`config.mk`:
```
export PLATFORM = sky130hd
export DESIGN_NAME = decode_pipe_ctrl_flat
export DESIGN_NICKNAME = d
export VERILOG_FILES = /design/src/rtl/decode_pipe_if.sv /design/src/rtl/decode_pipe_ctrl.sv /design/src/flat_wrapper.sv
export SDC_FILE = /design/constraint.sdc
export NUM_CORES = 1
export LEC_CHECK = 0
export ABC_AREA = 1
export CAP_MARGIN = 20
export CORE_ASPECT_RATIO = 2
export CORE_MARGIN = 4
export CORE_UTILIZATION = 44
export DETAILED_ROUTE_END_ITERATION = 8
export MAX_ROUTING_LAYER = met4
export PLACE_DENSITY = 0.77
export SLEW_MARGIN = 20
export SYNTH_ARGS = -nofsm -noshare
export SYNTH_HDL_FRONTEND = slang
export SYNTH_SLANG_ARGS = --single-unit
```
`constraint.sdc`:
```
create_clock -name clk -period 2.2 [get_ports clk]
set_clock_uncertainty 0.15 [all_clocks]
set_input_delay 0.33 -clock clk [delete_from_list [all_inputs] [get_ports clk]]
set_output_delay 0.33 -clock clk [all_outputs]
set_load 0.005 [all_outputs]
```
`src/rtl/decode_pipe_if.sv`:
```
// ID/EX control handshake bundle for the pipelined decode stage.
// master drives the ID instruction, EX compare flags and resume; slave is the decoder.
interface decode_pipe_if #(
  parameter int DATA_WIDTH     = 32,
  parameter int REG_ADDR_WIDTH = 5
);
  logic [DATA_WIDTH-1:0]     id_instr;
  logic                      id_valid;
  logic                      id_ready;
  logic                      ex_eq;
  logic                      ex_lt;
  logic                      ex_ltu;
  logic                      resume;
  logic                      ex_valid;
  logic [3:0]                ex_ALUctrl;
  logic                      ex_ALUsrc;
  logic [2:0]                ex_ImmSrc;
  logic                      ex_RegWrite;
  logic [2:0]                ex_AddrMode;
  logic                      ex_ResultSrc;
  logic                      ex_WD3Src;
  logic [REG_ADDR_WIDTH-1:0] ex_rd;
  logic [1:0]                PCsrc;
  logic                      flush;
  logic                      halted;

  modport master (
    output id_instr, id_valid, ex_eq, ex_lt, ex_ltu, resume,
    input  id_ready, ex_valid, ex_ALUctrl, ex_ALUsrc, ex_ImmSrc, ex_RegWrite,
           ex_AddrMode, ex_ResultSrc, ex_WD3Src, ex_rd, PCsrc, flush, halted
  );

  modport slave (
    input  id_instr, id_valid, ex_eq, ex_lt, ex_ltu, resume,
    output id_ready, ex_valid, ex_ALUctrl, ex_ALUsrc, ex_ImmSrc, ex_RegWrite,
           ex_AddrMode, ex_ResultSrc, ex_WD3Src, ex_rd, PCsrc, flush, halted
  );
endinterface

```
`src/rtl/decode_pipe_ctrl.sv`:
```
// Pipelined RV32I control: decodes ID into a registered ID/EX control word, resolves
// branches in EX, and handles load-use interlock, taken-branch flush and halt.
//   state | meaning
//   RUN   | accepting ID instructions (id_ready=1)
//   STALL | load-use hazard cycle: ID held, bubble into EX
//   HALT  | ecall/ebreak/illegal seen; wait for resume
module decode_pipe_ctrl #(
  parameter int DATA_WIDTH     = 32,
  parameter int REG_ADDR_WIDTH = 5,
  parameter int HAZARD_EN      = 1
) (
  input logic          clk,
  input logic          rst_n,
  decode_pipe_if.slave bus
);

  localparam logic [1:0] ST_RUN   = 2'b00;
  localparam logic [1:0] ST_STALL = 2'b01;
  localparam logic [1:0] ST_HALT  = 2'b10;

  localparam logic [6:0] OP_R      = 7'b0110011;
  localparam logic [6:0] OP_IMM    = 7'b0010011;
  localparam logic [6:0] OP_LOAD   = 7'b0000011;
  localparam logic [6:0] OP_STORE  = 7'b0100011;
  localparam logic [6:0] OP_BRANCH = 7'b1100011;
  localparam logic [6:0] OP_JAL    = 7'b1101111;
  localparam logic [6:0] OP_JALR   = 7'b1100111;
  localparam logic [6:0] OP_LUI    = 7'b0110111;
  localparam logic [6:0] OP_AUIPC  = 7'b0010111;
  localparam logic [6:0] OP_SYSTEM = 7'b1110011;

  localparam logic [3:0] ALU_ADD  = 4'b0000;
  localparam logic [3:0] ALU_SUB  = 4'b0001;
  localparam logic [3:0] ALU_AND  = 4'b0010;
  localparam logic [3:0] ALU_OR   = 4'b0011;
  localparam logic [3:0] ALU_XOR  = 4'b0100;
  localparam logic [3:0] ALU_SLL  = 4'b0101;
  localparam logic [3:0] ALU_SRL  = 4'b0110;
  localparam logic [3:0] ALU_SRA  = 4'b0111;
  localparam logic [3:0] ALU_SLT  = 4'b1000;
  localparam logic [3:0] ALU_SLTU = 4'b1001;
  localparam logic [3:0] ALU_LUI  = 4'b1010;

  typedef struct packed {
    logic                      valid;
    logic [3:0]                alu;
    logic                      src;
    logic [2:0]                imm;
    logic                      rw;
    logic [2:0]                am;
    logic                      res;
    logic                      wd;
    logic [REG_ADDR_WIDTH-1:0] rd;
    logic [2:0]                f3;
    logic                      br;
    logic                      jal;
    logic                      jalr;
    logic                      load;
  } ex_t;

  function automatic logic [3:0] alu_op(input logic [2:0] f3, input logic sub_en,
                                        input logic sra_en);
    logic [3:0] op;
    op = ALU_ADD;
    case (f3)
      3'b000:  op = sub_en ? ALU_SUB : ALU_ADD;
      3'b001:  op = ALU_SLL;
      3'b010:  op = ALU_SLT;
      3'b011:  op = ALU_SLTU;
      3'b100:  op = ALU_XOR;
      3'b101:  op = sra_en ? ALU_SRA : ALU_SRL;
      3'b110:  op = ALU_OR;
      default: op = ALU_AND;
    endcase
    return op;
  endfunction

  logic [DATA_WIDTH-1:0]     instr;
  logic [6:0]                opcode;
  logic [2:0]                funct3;
  logic                      f30;
  logic [REG_ADDR_WIDTH-1:0] rd, rs1, rs2;
  logic                      unused_instr;

  assign instr        = bus.id_instr;
  assign opcode       = instr[6:0];
  assign funct3       = instr[14:12];
  assign f30          = instr[30];
  assign rd           = instr[7 +: REG_ADDR_WIDTH];
  assign rs1          = instr[15 +: REG_ADDR_WIDTH];
  assign rs2          = instr[20 +: REG_ADDR_WIDTH];
  assign unused_instr = ^{instr[31], instr[29:25]};

  ex_t  dec;
  logic uses_rs1, uses_rs2, has_rd, halt_op;

  always_comb begin
    dec       = '0;
    dec.valid = 1'b1;
    dec.f3    = funct3;
    uses_rs1  = 1'b1;
    uses_rs2  = 1'b0;
    has_rd    = 1'b1;
    halt_op   = 1'b0;
    case (opcode)
      OP_R: begin
        dec.alu  = alu_op(funct3, f30, f30);
        uses_rs2 = 1'b1;
      end
      OP_IMM: begin
        dec.alu = alu_op(funct3, 1'b0, f30);
        dec.src = 1'b1;
      end
      OP_LOAD: begin
        dec.src  = 1'b1;
        dec.res  = 1'b1;
        dec.load = 1'b1;
        case (funct3)
          3'b000:  dec.am = 3'b000;
          3'b001:  dec.am = 3'b001;
          3'b100:  dec.am = 3'b011;
          3'b101:  dec.am = 3'b100;
          default: dec.am = 3'b010;
        endcase
      end
      OP_STORE: begin
        dec.src  = 1'b1;
        dec.imm  = 3'b001;
        has_rd   = 1'b0;
        uses_rs2 = 1'b1;
        case (funct3)
          3'b000:  dec.am = 3'b101;
          3'b001:  dec.am = 3'b110;
          default: dec.am = 3'b111;
        endcase
      end
      OP_BRANCH: begin
        dec.alu  = ALU_SUB;
        dec.imm  = 3'b010;
        dec.br   = 1'b1;
        has_rd   = 1'b0;
        uses_rs2 = 1'b1;
      end
      OP_JAL: begin
        dec.imm  = 3'b100;
        dec.wd   = 1'b1;
        dec.jal  = 1'b1;
        uses_rs1 = 1'b0;
      end
      OP_JALR: begin
        dec.src  = 1'b1;
        dec.wd   = 1'b1;
        dec.jalr = 1'b1;
      end
      OP_LUI: begin
        dec.alu  = ALU_LUI;
        dec.src  = 1'b1;
        dec.imm  = 3'b011;
        uses_rs1 = 1'b0;
      end
      OP_AUIPC: begin
        dec.src  = 1'b1;
        dec.imm  = 3'b011;
        uses_rs1 = 1'b0;
      end
      OP_SYSTEM: begin
        // Only ecall/ebreak halt; other SYSTEM encodings pass as a no-effect op.
        halt_op = (funct3 == 3'b000);
        has_rd  = 1'b0;
      end
      default: halt_op = 1'b1;
    endcase
    dec.rw = has_rd && (rd != '0);
    dec.rd = has_rd ? rd : '0;
  end

  ex_t        ex_q, ex_d;
  logic [1:0] state_q, state_d, state;
  logic       br_taken, flush, load_use, id_ready;
  logic [1:0] pcsrc;

  always_comb begin
    br_taken = 1'b0;
    case (ex_q.f3)
      3'b000:  br_taken = bus.ex_eq;
      3'b001:  br_taken = !bus.ex_eq;
      3'b100:  br_taken = bus.ex_lt;
      3'b101:  br_taken = !bus.ex_lt;
      3'b110:  br_taken = bus.ex_ltu;
      3'b111:  br_taken = !bus.ex_ltu;
      default: br_taken = 1'b0;
    endcase
    pcsrc = 2'b00;
    if (ex_q.valid) begin
      if (ex_q.jalr)                          pcsrc = 2'b10;
      else if (ex_q.jal || (ex_q.br && br_taken)) pcsrc = 2'b01;
    end
  end

  assign flush    = ex_q.valid && (pcsrc != 2'b00);
  assign load_use = (HAZARD_EN != 0) && ex_q.valid && ex_q.load && (ex_q.rd != '0) &&
                    ((uses_rs1 && (rs1 == ex_q.rd)) || (uses_rs2 && (rs2 == ex_q.rd)));

  // STALL is never held in state_q: the bubble it inserts clears the hazard next cycle.
  always_comb begin
    state = state_q;
    if (state_q == ST_RUN && !flush && bus.id_valid && load_use) state = ST_STALL;
    state_d  = state_q;
    ex_d     = '0;
    id_ready = 1'b0;
    case (state)
      ST_RUN: begin
        id_ready = 1'b1;
        if (!flush && bus.id_valid) begin
          if (halt_op) state_d = ST_HALT;
          else         ex_d    = dec;
        end
      end
      ST_STALL: state_d = ST_RUN;
      ST_HALT:  if (bus.resume) state_d = ST_RUN;
      default:  state_d = ST_RUN;
    endcase
  end

  always_ff @(posedge clk or negedge rst_n) begin
    if (!rst_n) begin
      state_q <= ST_RUN;
      ex_q    <= '0;
    end else begin
      state_q <= state_d;
      ex_q    <= ex_d;
    end
  end

  assign bus.id_ready     = id_ready;
  assign bus.ex_valid     = ex_q.valid;
  assign bus.ex_ALUctrl   = ex_q.alu;
  assign bus.ex_ALUsrc    = ex_q.src;
  assign bus.ex_ImmSrc    = ex_q.imm;
  assign bus.ex_RegWrite  = ex_q.rw;
  assign bus.ex_AddrMode  = ex_q.am;
  assign bus.ex_ResultSrc = ex_q.res;
  assign bus.ex_WD3Src    = ex_q.wd;
  assign bus.ex_rd        = ex_q.rd;
  assign bus.PCsrc        = pcsrc;
  assign bus.flush        = flush;
  assign bus.halted       = (state_q == ST_HALT);

endmodule
```
`src/flat_wrapper.sv`:
```
// flat-port wrapper written by rule: the top's interface ports become plain ports
module decode_pipe_ctrl_flat 
#(
  parameter int DATA_WIDTH     = 32,
  parameter int REG_ADDR_WIDTH = 5,
  parameter int HAZARD_EN      = 1
)
  (clk, rst_n, bus_id_instr, bus_id_valid, bus_ex_eq, bus_ex_lt, bus_ex_ltu, bus_resume, bus_id_ready, bus_ex_valid, bus_ex_ALUctrl, bus_ex_ALUsrc, bus_ex_ImmSrc, bus_ex_RegWrite, bus_ex_AddrMode, bus_ex_ResultSrc, bus_ex_WD3Src, bus_ex_rd, bus_PCsrc, bus_flush, bus_halted);
  decode_pipe_if #(.DATA_WIDTH(DATA_WIDTH), .REG_ADDR_WIDTH(REG_ADDR_WIDTH)) bus_i ();
  input logic clk;
  input logic rst_n;
  input wire logic [$bits(bus_i.id_instr)-1:0] bus_id_instr;
  input wire logic [$bits(bus_i.id_valid)-1:0] bus_id_valid;
  input wire logic [$bits(bus_i.ex_eq)-1:0] bus_ex_eq;
  input wire logic [$bits(bus_i.ex_lt)-1:0] bus_ex_lt;
  input wire logic [$bits(bus_i.ex_ltu)-1:0] bus_ex_ltu;
  input wire logic [$bits(bus_i.resume)-1:0] bus_resume;
  output wire logic [$bits(bus_i.id_ready)-1:0] bus_id_ready;
  output wire logic [$bits(bus_i.ex_valid)-1:0] bus_ex_valid;
  output wire logic [$bits(bus_i.ex_ALUctrl)-1:0] bus_ex_ALUctrl;
  output wire logic [$bits(bus_i.ex_ALUsrc)-1:0] bus_ex_ALUsrc;
  output wire logic [$bits(bus_i.ex_ImmSrc)-1:0] bus_ex_ImmSrc;
  output wire logic [$bits(bus_i.ex_RegWrite)-1:0] bus_ex_RegWrite;
  output wire logic [$bits(bus_i.ex_AddrMode)-1:0] bus_ex_AddrMode;
  output wire logic [$bits(bus_i.ex_ResultSrc)-1:0] bus_ex_ResultSrc;
  output wire logic [$bits(bus_i.ex_WD3Src)-1:0] bus_ex_WD3Src;
  output wire logic [$bits(bus_i.ex_rd)-1:0] bus_ex_rd;
  output wire logic [$bits(bus_i.PCsrc)-1:0] bus_PCsrc;
  output wire logic [$bits(bus_i.flush)-1:0] bus_flush;
  output wire logic [$bits(bus_i.halted)-1:0] bus_halted;
  assign bus_i.id_instr = bus_id_instr;
  assign bus_i.id_valid = bus_id_valid;
  assign bus_i.ex_eq = bus_ex_eq;
  assign bus_i.ex_lt = bus_ex_lt;
  assign bus_i.ex_ltu = bus_ex_ltu;
  assign bus_i.resume = bus_resume;
  assign bus_id_ready = bus_i.id_ready;
  assign bus_ex_valid = bus_i.ex_valid;
  assign bus_ex_ALUctrl = bus_i.ex_ALUctrl;
  assign bus_ex_ALUsrc = bus_i.ex_ALUsrc;
  assign bus_ex_ImmSrc = bus_i.ex_ImmSrc;
  assign bus_ex_RegWrite = bus_i.ex_RegWrite;
  assign bus_ex_AddrMode = bus_i.ex_AddrMode;
  assign bus_ex_ResultSrc = bus_i.ex_ResultSrc;
  assign bus_ex_WD3Src = bus_i.ex_WD3Src;
  assign bus_ex_rd = bus_i.ex_rd;
  assign bus_PCsrc = bus_i.PCsrc;
  assign bus_flush = bus_i.flush;
  assign bus_halted = bus_i.halted;
  decode_pipe_ctrl #(.DATA_WIDTH(DATA_WIDTH), .REG_ADDR_WIDTH(REG_ADDR_WIDTH), .HAZARD_EN(HAZARD_EN)) u_core (.clk(clk), .rst_n(rst_n), .bus(bus_i));
endmodule
```
==> impl_metrics.py <==
metrics = {
    "place": {
        "hpwlAfterDp_mm": 3.90,
        "place_congestion": 0.925,
        "dp_slack_ns": -0.573,
        "port_buffers": 57,
    },
    "finish": {
        "area_growth_pct": 57.4,
        "fillerInstances": 294,
        "final_nets": 367,
        "final-seq-area_um2": 677,
        "multi_input_area_um2": 812,
        "drive_above_1_share_pct": 28.1,
        "n_antenna_cell": 0,
    },
    "yosys": {
        "ys_seq_area_share_pct": 39.5,
        "ys_warn_count": 0,
        "syn_inst": 237,
        "yosysTopAreaCell": "dfrtp_1",
        "netlist_area_mm2": 0.00171,
        "synth-seq-cells": 27,
        "yosysUniqueCellTypes": 29,
        "synth.avg_cell_area_um2": 7.22,
        "synth_top_cell_area_share_pct": 39.5,
        "syn-num-nets": 276,
        "synth_area_leaders": "dfrtp_1, nand2_1, inv_1, nor2_1, buf_4",
    },
    "sta": {
        "slew_viol_final": 0,
        "finalSetupViolations": 1,
        "whs_ns": 0.288,
        "rsz0062_at_grt": "yes",
        "fin_crit_ns": 2.23,
        "fmax_ghz": 0.448,
        "relSlewSlack_pct": 77.1,
        "min_period_over_period_pct": 101,
        "hold_viol_final": 0,
        "worst-slew-pin-transition_ns": 0.341,
        "fin_ws_ns": -0.0312,
    },
    "min_path": {
        "hold_path_class": "in2async",
    },
    "clock_network": {
        "numClockSinks": 27,
        "clock_latency_ns": 0.26,
        "cts_buffers": 3,
        "cts_hold_buf": 0,
        "cts_tree": "yes",
        "cts_max_level": 1,
        "clkTransAtPathRegs_ns": 0.09,
        "clockBufferDepth": 2,
        "root_buffer": "clkbuf_8",
    },
    "worst_setup_path": {
        "worst-path-max-fanout": 4,
        "startpoint_type": "flip-flop",
        "cp.arrival_ns": 1.75,
        "end_kind": "primary output",
        "crit_required_ns": 1.72,
        "path_class": "reg2out",
    },
    "power": {
        "powerDensity_mw_per_mm2": 375,
        "peakVddDrop_mv": 0.291,
        "p_leak_nw": 1.45,
    },
    "grt": {
        "grt_pass1_vias": 1821,
        "globalRouteOverflowTotal": 0,
        "antenna_found_initial": 0,
        "grt_pass1_wl_mm": 7.59,
        "grt_usage_pct": 21.0,
        "grt_max_degree": 28,
    },
    "die": {
        "coreArea_mm2": 0.00368,
        "dieHeight_um": 96.2,
        "num_rows": 31,
        "fp.dieW_um": 52.1,
        "start_util_pct": 46.5,
        "dieArea_mm2": 0.00501,
        "io_pins": 64,
    },
    "flow_run": {
        "drv_cap": 0,
    },
    "status": {
        "status": "finished, violations left",
        "violations": "negative setup slack",
    },
    "drt": {
        "wl_mm": 4.88,
        "antenna_left": 0,
        "vias": 1769,
        "drc": 0,
        "drt_iter0_drc": 21,
        "wl_per_cell_um": 13.0,
        "avgViaCountPerCell": 4.70,
        "dr.pass1.iters": 4,
    },
}
-- placed cells by master, fill, tap and decap left out, types with 6 or more instances in the layout --
cell / count
inv_2: 7
nor2_2: 14
nand2_1: 47
nand2_2: 7
inv_1: 32
dfrtp_1: 26
nor2_1: 31
nand3_1: 7
dlymetal6s2s_1: 14
a21oi_1: 7
buf_4: 43
clkdlybuf4s50_1: 37
o21ai_0: 6
-- timing repair --
item	in CTS	in global routing
setup buffers	6	1
pin swaps	4	22
setup endpoints to repair	3	25
gates resized for setup	13	37
-- path summary, 6_finish.rpt --
check / start / end / slack, ns / cells after the start
max in group asynchronous: rst_n / u_core.bus.ex_rd[2] / 1.34 / 2
hold reg to reg: u_core.state_q[1] / u_core.bus.ex_WD3Src / 0.32 / 1
setup reg to reg: u_core.bus.ex_rd[0] / u_core.state_q[1] / 0.11 / 15
setup / recovery: u_core.bus.ex_rd[0] / bus_id_ready / -0.03 / 11
min in group clk: u_core.state_q[1] / u_core.bus.ex_WD3Src / 0.32 / 1
hold / removal: rst_n / u_core.bus.ex_AddrMode[1] / 0.29 / 2
-- metal layers --
layer	GRT usage (%)	share of wire, %	up-vias
met2	41.5	61	50
met1	17.8	32	802
li1	-	-	905
met3	1.86	3.6	12
met4	12.5	3.7	0
met5	-	0	-
-- cell usage after synthesis --
library cell  number
xnor2_1            2
nand2_2            1
o31ai_1            2
nand3b_1           1
nand2_4            1
xor2_1             1
buf_4             15
nor3_1             3
nand3_1           10
or4_1              1
buf_6              2
nor3_4             1
nand4_1            4
a21oi_1            9
dfrtp_1           27
nor2_4             1
nor4_1             3
inv_2              4
nand3_2            1
a31oi_1            3
inv_1             35
nand2_1           53
o21ai_0            7
o211ai_1           1
o21bai_1           1
nor2_2            12
nor2_1            34
nand4_2            1
or2_0              1
-- logic make-up after synthesis --
logic type                count (synthesis)  share of synthesized area [%]
AOI/OAI and AO/OA                        23                           7.53
xor gates and xnor gates                  3                           1.54
buffers and inverters                    56                           16.4
DFF                                      27                           39.5
and+or+nand+nor                         128                           35.0
-- final cells by class --
type	count	area share (%)
clock buffer	4	1.67
inverter	39	5.43
tap	49	2.28
sequential	27	25.1
multi-input combinational	154	30.1
timing repair buffer	103	35.3
-- state kept, by name, indices dropped and copies added, names as in the netlist --
register	cells
u_core.state_q	1
u_core.bus.ex_ALUctrl	4
u_core.bus.ex_RegWrite	1
u_core.bus.ex_WD3Src	1
u_core.bus.ex_AddrMode	3
u_core.ex_q	7
u_core.bus.ex_rd	5
u_core.bus.ex_ALUsrc	1
u_core.bus.ex_ImmSrc	3
u_core.bus.ex_valid	1
-- metrics by stage --
| stage | power, mW | utilization, % | instances | cell area [um^2] | TNS (ns) |
|---|---|---|---|---|---|
| floorplan | 0.597 | - | 237 | 1710 | 0 |
| global placement | 0.743 | 68.6 | 367 | 2530 | -3.70 |
| detailed placement | 0.747 | 68.6 | 367 | 2530 | -4.43 |
| CTS | 1.01 | 71.6 | 377 | 2640 | -0.345 |
| global route | 1.06 | 73.1 | 376 | 2690 | -0.162 |
| finish | 1.01 | 73.1 | 376 | 2690 | -0.0312 |
-- worst max-delay path, stage by stage, from the launching register on --
cell and delay (ns):
dfrtp_1 0.42, inv_2 0.11, nand2_1 0.06, nand2_1 0.08, nand3_2 0.12, nor2_4 0.13, nand2_2 0.07, a21oi_2 0.15
nand4_1 0.11, nand2_1 0.09, inv_1 0.04, clkbuf_2 0.10
-- where the power goes --
group	internal, mW	switching [mW]
combinational	0.119	0.112
clock	0.129	0.142
sequential	0.502	0.00549
total	0.750	0.259
(Power assumes the default switching activity.)
